==> src/rtl/seven_segment_scan_controller.sv <==
// Multiplexed hex display driver: scans NUM_DIGITS active-low digits through one
// shared 7-segment decoder, with leading-zero blanking and frame-aligned value updates.
module seven_segment_scan_controller #(
    parameter int NUM_DIGITS  = 4,
    parameter int REFRESH_DIV = 50000
) (
    input  logic                    I_CLK,
    input  logic                    I_NRESET,
    input  logic                    I_ENABLE,
    input  logic [4*NUM_DIGITS-1:0] I_VALUE,
    input  logic                    I_LOAD,
    input  logic                    I_BLANK_LEADING,
    output logic [NUM_DIGITS-1:0]   O_DIGIT_SEL,
    output logic [6:0]              O_7_SEGMENT,
    output logic                    O_LOAD_ACK,
    output logic                    O_STATE_DBG
);

    localparam int VW = 4 * NUM_DIGITS;
    localparam int PW = (REFRESH_DIV > 1) ? $clog2(REFRESH_DIV) : 1;
    localparam int IW = $clog2(NUM_DIGITS);

    localparam logic [PW-1:0] PRESC_LAST = PW'(REFRESH_DIV - 1);
    localparam logic [IW-1:0] IDX_LAST   = IW'(NUM_DIGITS - 1);

    typedef enum logic {
        IDLE = 1'b0,
        SCAN = 1'b1
    } state_t;

    state_t                state_q, state_d;
    logic [PW-1:0]         presc_q, presc_d;
    logic [IW-1:0]         idx_q, idx_d;
    logic [VW-1:0]         disp_q, disp_d;
    logic [VW-1:0]         pend_buf_q, pend_buf_d;
    logic                  pend_q, pend_d;
    logic [NUM_DIGITS-1:0] sel_q, sel_d;
    logic [6:0]            seg_q, seg_d;
    logic                  ack_q, ack_d;

    logic                  tick;
    logic                  scan_wrap;
    logic                  commit;
    logic [3:0]            nib;
    logic                  blank_sel;
    logic                  zero_above;
    logic [NUM_DIGITS-1:0] lead_zero;
    logic [6:0]            dec_seg;

    function automatic logic [6:0] hex_to_seg(input logic [3:0] h);
        logic [6:0] s;
        case (h)
            4'h0:    s = 7'b1000000;
            4'h1:    s = 7'b1111001;
            4'h2:    s = 7'b0100100;
            4'h3:    s = 7'b0110000;
            4'h4:    s = 7'b0011001;
            4'h5:    s = 7'b0010010;
            4'h6:    s = 7'b0000010;
            4'h7:    s = 7'b1111000;
            4'h8:    s = 7'b0000000;
            4'h9:    s = 7'b0011000;
            4'hA:    s = 7'b0001000;
            4'hB:    s = 7'b0000011;
            4'hC:    s = 7'b1000110;
            4'hD:    s = 7'b0100001;
            4'hE:    s = 7'b0000110;
            default: s = 7'b0001110;
        endcase
        return s;
    endfunction

    // I_LOAD is a single-cycle strobe with no back-pressure; O_LOAD_ACK pulses once per commit.
    always_comb begin
        tick      = (state_q == SCAN) && (presc_q == PRESC_LAST);
        scan_wrap = (state_q == SCAN) && I_ENABLE && tick && (idx_q == IDX_LAST);
        commit    = pend_q && ((state_q == IDLE) || scan_wrap);
    end

    always_comb begin
        state_d = state_q;
        presc_d = presc_q;
        idx_d   = idx_q;
        case (state_q)
            IDLE: begin
                presc_d = '0;
                idx_d   = '0;
                if (I_ENABLE) begin
                    state_d = SCAN;
                end
            end
            SCAN: begin
                if (!I_ENABLE) begin
                    state_d = IDLE;
                    presc_d = '0;
                    idx_d   = '0;
                end else if (tick) begin
                    presc_d = '0;
                    idx_d   = (idx_q == IDX_LAST) ? '0 : idx_q + 1'b1;
                end else begin
                    presc_d = presc_q + 1'b1;
                end
            end
            default: begin
                state_d = IDLE;
                presc_d = '0;
                idx_d   = '0;
            end
        endcase
    end

    always_comb begin
        disp_d     = commit ? pend_buf_q : disp_q;
        pend_buf_d = pend_buf_q;
        pend_d     = pend_q;
        ack_d      = commit;
        if (I_LOAD) begin
            pend_buf_d = I_VALUE;
            pend_d     = 1'b1;
        end else if (commit) begin
            pend_d = 1'b0;
        end
    end

    // A digit is a leading zero when it and every more significant digit are zero.
    always_comb begin
        zero_above = 1'b1;
        lead_zero  = '0;
        for (int i = NUM_DIGITS - 1; i > 0; i--) begin
            zero_above   = zero_above & (disp_d[4*i +: 4] == 4'h0);
            lead_zero[i] = zero_above;
        end
    end

    always_comb begin
        nib       = 4'h0;
        blank_sel = 1'b0;
        for (int i = 0; i < NUM_DIGITS; i++) begin
            if (idx_d == IW'(i)) begin
                nib       = disp_d[4*i +: 4];
                blank_sel = lead_zero[i];
            end
        end
    end

    assign dec_seg = hex_to_seg(nib);

    // Outputs are built from next-state values so select and segments update together.
    always_comb begin
        sel_d = '1;
        seg_d = 7'b1111111;
        if (state_d == SCAN) begin
            for (int i = 0; i < NUM_DIGITS; i++) begin
                sel_d[i] = (idx_d != IW'(i));
            end
            seg_d = (I_BLANK_LEADING && blank_sel) ? 7'b1111111 : dec_seg;
        end
    end

    always_ff @(posedge I_CLK or negedge I_NRESET) begin
        if (!I_NRESET) begin
            state_q    <= IDLE;
            presc_q    <= '0;
            idx_q      <= '0;
            disp_q     <= '0;
            pend_buf_q <= '0;
            pend_q     <= 1'b0;
            sel_q      <= '1;
            seg_q      <= 7'b1111111;
            ack_q      <= 1'b0;
        end else begin
            state_q    <= state_d;
            presc_q    <= presc_d;
            idx_q      <= idx_d;
            disp_q     <= disp_d;
            pend_buf_q <= pend_buf_d;
            pend_q     <= pend_d;
            sel_q      <= sel_d;
            seg_q      <= seg_d;
            ack_q      <= ack_d;
        end
    end

    assign O_DIGIT_SEL = sel_q;
    assign O_7_SEGMENT = seg_q;
    assign O_LOAD_ACK  = ack_q;
    assign O_STATE_DBG = state_q;

endmodule

==> config.mk <==
export PLATFORM = sky130hd
export DESIGN_NAME = seven_segment_scan_controller
export DESIGN_NICKNAME = d
export VERILOG_FILES = /design/src/rtl/seven_segment_scan_controller.sv
export SDC_FILE = /design/constraint.sdc
export NUM_CORES = 1
export LEC_CHECK = 0
export BUFFER_PORTS_ARGS = -buffer_cell sky130_fd_sc_hd__buf_2
export CAP_MARGIN = 20
export CORE_MARGIN = 2
export CORE_UTILIZATION = 30
export DETAILED_ROUTE_END_ITERATION = 6
export PLACE_DENSITY_LB_ADDON = 0.05
export SYNTH_ARGS = -nofsm -noshare
export SYNTH_HDL_FRONTEND = slang
export SYNTH_SLANG_ARGS = --single-unit
==> constraint.sdc <==
create_clock -name I_CLK -period 4.45 [get_ports I_CLK]
set_input_delay 0.6675 -clock I_CLK [delete_from_list [all_inputs] [get_ports I_CLK]]
set_output_delay 0.6675 -clock I_CLK [all_outputs]
set_load 0.01 [all_outputs]
Word-level counts from Yosys, hierarchy flattened
Memory sizes are Yosys's and may differ from the RTL's.
Index checks and enable logic that the tools add are counted.
Widths: inputs -> output; s select.
{ "totals": {"memories": 1, "regBits": 64, "rom_bits": 112, "wordCells": 57, "out_inout_bits": 13, "input_bits": 21} }
{ "op_classes": {"n_eq_ne": 8, "bitwise_logic": 3, "addsub": 2, "mux": 21, "n_reduce_logical": 13} }
{ "mem_list": {"columns": ["name", "words", "word_bits", "read_ports", "rd_ports_with_merged_regs", "write_ports", "line_no", "rtl"], "rows": [
  ["(no name shown)", 16, 7, 1, 0, 0, "52", "case (h)"]
]} }
{ "op_table": {"columns": ["operator", "count"], "rows": [
  ["$mux 16", 3],
  ["$pmux 16 s2", 1],
  ["$mux 4", 5],
  ["$add 16x1->16 const B", 1],
  ["$eq 16x16->1 const B", 1],
  ["$mux 7", 2],
  ["$logic_not 4->1", 3],
  ["$eq 2x2->1 const B", 3],
  ["$logic_and 1x1->1", 6],
  ["$mux 1", 6],
  ["$mux 2", 3],
  ["$ne 2x2->1 const B", 2],
  ["$pmux 2 s2", 1],
  ["$reduce_bool 2->1", 2],
  ["$add 2x1->2 const B", 1],
  ["$and 1x1->1", 2],
  ["$eq 2x1->1 const B", 1],
  ["$logic_not 2->1", 1],
  ["$ne 2x1->1 const B", 1],
  ["$logic_or 1x1->1", 1],
  ["$not 1->1", 1]
]} }

Logic depth before layout (Yosys ltp)
{ "logic_depth": {"ltp_word": 16, "depth_mapped": 14, "depth_no_buf": 13} }

Least setup slack after synthesis
OpenSTA, ideal clock, no wires.
{ "synth_path": {"path_kind": "register to register", "from": "register presc_q[11]", "to": "register seg_q[3], in the netlist O_7_SEGMENT[3]", "required_time_ns": 4.363, "setup_time_ns": 0.087, "arrival_time_ns": 3.236, "path_stages_with_launch": 13, "n_path_buf": 1, "synth_period_minus_slack_ns": 3.323, "slack_ns": 1.127, "cell_sequence": "dfrtp_1 -> nand4b_1 -> or3_4 -> or4_4 -> a21oi_4 -> buf_2 -> mux2i_1 -> mux2i_1 -> inv_1 -> ha_1 -> mux2_2 -> o22ai_1 -> o21ai_1"} }
{ "synth_via": {"word_cells_on_any_way": 30, "cone_classes": "eq/ne (4); mux (13); bitwise (2); reduce/logical (10); memory (1)"} }
{ "synth_lines": {"columns": ["item", "line_no", "rtl"], "rows": [
  ["start, declared", "32", "logic [PW-1:0] presc_q, presc_d;"],
  ["start signal, assigned", "173", "presc_q <= presc_d;"],
  ["$eq 16x16->1 (*)", "75", "tick = (state_q == SCAN) && (presc_q == PRESC_LAST);"],
  ["$logic_and 1x1->1 (*)", "75", null],
  ["$mux 2 (*)", "97", "end else if (tick) begin"],
  ["$mux 2 (*)", "93", "if (!I_ENABLE) begin"],
  ["$pmux 2 s2 (*)", "84", "case (state_q)"],
  ["net idx_d[0]", "33", "logic [IW-1:0] idx_q, idx_d;"],
  ["$logic_not 2->1", "139", "if (idx_d == IW'(i)) begin"],
  ["$mux 4 (4 in a row)", "139", null],
  ["$mem_v2 16x7", null, null],
  ["$mux 7 (*)", "156", "seg_d = (I_BLANK_LEADING && blank_sel) ? 7'b1111111 : dec_seg;"],
  ["$mux 7 (*)", "152", "if (state_d == SCAN) begin"],
  ["net seg_d[3]", "38", "logic [6:0] seg_q, seg_d;"],
  ["end signal, assigned", "179", "seg_q <= seg_d;"],
  ["end, declared", "38", null]
]} }
The timed path passes the listed nets; every way through them passes the cells marked *.
A chain may end at the register's enable or synchronous reset.

Final worst setup path
{ "layout_path": {"from": "register presc_q[0]", "to": "register seg_q[3], in the netlist O_7_SEGMENT[3]"} }
{ "layout_via": {"elab_chain_len": 16, "word_cells_on_any_way": 30, "cone_classes": "eq/ne (4); mux (13); bitwise (2); reduce/logical (10); memory (1)"} }
{ "layout_rtl": {"columns": ["item", "line_no", "rtl"], "rows": [
  ["$eq 16x16->1 (*)", "75", null],
  ["$logic_and 1x1->1 (*)", "75", null],
  ["$logic_and 1x1->1 (*) (2 in a row)", "76", "scan_wrap = (state_q == SCAN) && I_ENABLE && tick && (idx_q == IDX_LAST);"],
  ["$logic_or 1x1->1 (*)", "77", "commit = pend_q && ((state_q == IDLE) || scan_wrap);"],
  ["$logic_and 1x1->1 (*)", "77", null],
  ["$mux 16 (*)", "113", "disp_d = commit ? pend_buf_q : disp_q;"],
  ["net disp_d[8]", "34", "logic [VW-1:0] disp_q, disp_d;"],
  ["$logic_not 4->1", "130", "zero_above = zero_above & (disp_d[4*i +: 4] == 4'h0);"],
  ["$and 1x1->1 (2 in a row)", "130", null],
  ["$mux 1 (3 in a row)", "139", null],
  ["$logic_and 1x1->1", "156", null],
  ["$mux 7 (*)", "156", null],
  ["$mux 7 (*)", "152", null],
  ["net seg_d[3]", "38", null]
]} }
Marks and branches as above.

==> results.toml <==
[timing]
fin_crit_ns = 3.59
setup_viol = 0
clock_skew_ns = 0.0132
fin_crit_sh = 0.807
rsz0062_at_grt = "no"
timing.fmax_mhz = 279
hold_viol_final = 0
tns_ns = 0
worst_hold_slack_ns = 0.372
drv_slew = 0
relSlewSlack = 0.523
tightest_slew_ns = 0.715

[synthesis]
syn-instance-count = 246
synth_cell_type_count = 42
synth_nets = 273
seq_area_frac_synth = 0.549
synth-seq-cells = 64
synthArstFlopShare = 1.00
synthFlopType = "dfrtp_1"
yosysWarnings = 0
synth_edf_count = 0
avgSynthCellArea_um2 = 12.0
netlist_area_um2 = 2940

[floorplanning]
die_w_um = 103
io_pins = 34
rows = 36
initial_core_util = 0.305
dieArea_um2 = 10600
chipHeight_um = 103
core-area_um2 = 9640

[routing]
drt_iter0_drc = 46
drt-wirelength-per-cell_um = 14.0
drt_wl_total_mm = 5.94
first_pass_iters = 4
ant_nets = 0
num_vias = 1910
drc = 0
avgViaCountPerCell = 4.49

[clocking]
clkTransAtPathRegs_ns = 0.08
hold_buffers = 0
cts_tree = "yes"
htreeDepth = 3
cts.sinks = 64
cts_buffer_depth = 2
clk_latency_ns = 0.34
cts-root-buf = "clkbuf_8"
cts_buffers = 9
cts-resized-gates = 0
postCtsSetupBuffers = 0

[flow_run]
maxCapViolCount = 0

[outcome]
status = "complete, no violations"

[setup_path]
cp_num_buf_inv = 1
regToRegSetupSlack_ns = 0.86
r2r_cells = 13
crit_fanout = 21
path_class = "reg2reg"
reg2reg_from = "presc_q[0]"
crit-reg2reg-capture = "O_7_SEGMENT[3]"
startpoint_type = "flop"
cpPeakStageDelay_ns = 0.44
crit_chain = "ha_1, and3_1, nand3_1, o32ai_4, buf_4, mux2_2, nor2_1, a21oi_1, mux2i_1, ha_1, mux2_2, o22ai_1, o21ai_1"
critical_path_arrival_ns = 3.84
worstPathRequired_ns = 4.70
cpMaxStageDelayCell = "mux2i_1"
endpoint_kind = "flop"
crit_family = "multiplexers"

[finish]
final_layout_size_suffix_gt1_frac = 0.322
nets = 314
fillers = 999
antenna_cells = 0
synthToLayoutAreaGrowth_pct = 18.5
design_area_um2 = 3480

[global_route]
grt_max_degree = 34
grt_util_all_layers = 0.128
grt_pass1_wl_mm = 10.2
overflow = 0
antenna_found_initial = 0
first_global_vias = 1953

[power]
finalPower_mw = 1.42
leakagePower_nw = 1.51
p_per_area_nw_per_um2 = 408
ir_drop_mv = 0.155

[placement]
io_buffers = 33
globalplace.congestion = 0.700
post_dp_cell_area_um2 = 3280
hpwlAfterDp_mm = 4.21

[min_path]
hold_class = "in2async"
[cells by family after synthesis]
logic type | Yosys count | share of synthesized area
buffers and inverters | 21 | 0.0315
xor gates and xnor gates | 14 | 0.0417
muxes | 47 | 0.172
and+or+nand+nor | 71 | 0.118
AOI/OAI and AO/OA | 23 | 0.0613
adders and majority gates | 6 | 0.0255
DFF | 64 | 0.549
[state kept, by name, summed over array words and instances (netlist names)]
register,flops
idx_q,2
pend_buf_q,16
O_7_SEGMENT,7
pend_q,1
presc_q,16
disp_q,16
O_DIGIT_SEL,4
O_STATE_DBG,1
O_LOAD_ACK,1
[where the power goes]
| group | internal (mW) | total, mW | switching [mW] |
|---|---|---|---|
| sequential | 0.651 | 0.676 | 0.0251 |
| clock | 0.287 | 0.515 | 0.227 |
| combinational | 0.105 | 0.229 | 0.125 |
[placed cells by master, fill, tap and decap left out, drive strengths merged, types with 3 or more instances in the layout]
cell	Yosys	routed
ha	6	6
nor2b	4	4
a21oi	3	3
dfrtp	53	53
nand2	12	12
mux2	29	29
clkbuf	3	11
mux2i	18	18
o21ai	6	6
dfstp	11	11
inv	13	13
nor2	27	27
and3	6	6
buf	5	38
nand3	10	10
xnor2	6	6
xor2	8	8
[worst max path at each step]
stage,cells past startpoint,startpoint,to,slack (ns)
after global routing,13,presc_q[0],O_7_SEGMENT[3],0.48
after floorplan,12,presc_q[11],O_7_SEGMENT[3],1.13
after CTS,13,presc_q[0],O_7_SEGMENT[3],0.83
after detailed placement,13,presc_q[0],O_7_SEGMENT[3],0.83
after global placement,13,presc_q[0],O_7_SEGMENT[3],0.84
final,13,presc_q[0],O_7_SEGMENT[3],0.86
[metrics by stage]
step | worst slack (ns) | util | instances
4_1_cts | 0.828 | 0.361 | 425
6_report | 0.861 | 0.361 | 425
3_5_place_dp | 0.833 | 0.340 | 409
5_1_grt | 0.483 | 0.361 | 425
3_3_place_gp | 0.843 | 0.340 | 409
2_1_floorplan | 1.13 | - | 246
[cell type report]
class                           instances  area [um^2]  area share
Sequential cell                        64         1620       0.464
Tap cell                              133          166      0.0478
Clock inverter                          5         55.1      0.0158
Multi-Input combinational cell        161         1240       0.357
Timing Repair Buffer                   38          203      0.0582
Clock buffer                           11          151      0.0435
Inverter                               13         48.8      0.0140
[metal layers]
metal | vias to the layer above | global-route usage | share of wire
met2 | 31 | 0.183 | 0.45
met5 | - | 0 | 0
li1 | 940 | - | -
met4 | 0 | 0.0516 | 0.014
met3 | 7 | 0.0359 | 0.044
met1 | 932 | 0.181 | 0.49
[cell usage after synthesis (4+ instances only)]
master | instances | area [um^2]
and3_1 | 6 | 37.5
dfrtp_1 | 53 | 1330
dfstp_2 | 11 | 289
ha_1 | 6 | 75.1
inv_1 | 13 | 48.8
mux2_1 | 5 | 56.3
mux2_2 | 24 | 270
mux2i_1 | 18 | 180
nand2_1 | 12 | 45.0
nand3_1 | 10 | 50.1
nor2_1 | 26 | 97.6
nor2b_1 | 4 | 25.0
o21ai_1 | 6 | 30.0
xnor2_1 | 6 | 52.6
xor2_1 | 8 | 70.1
Power figures use the tool's default switching activity.
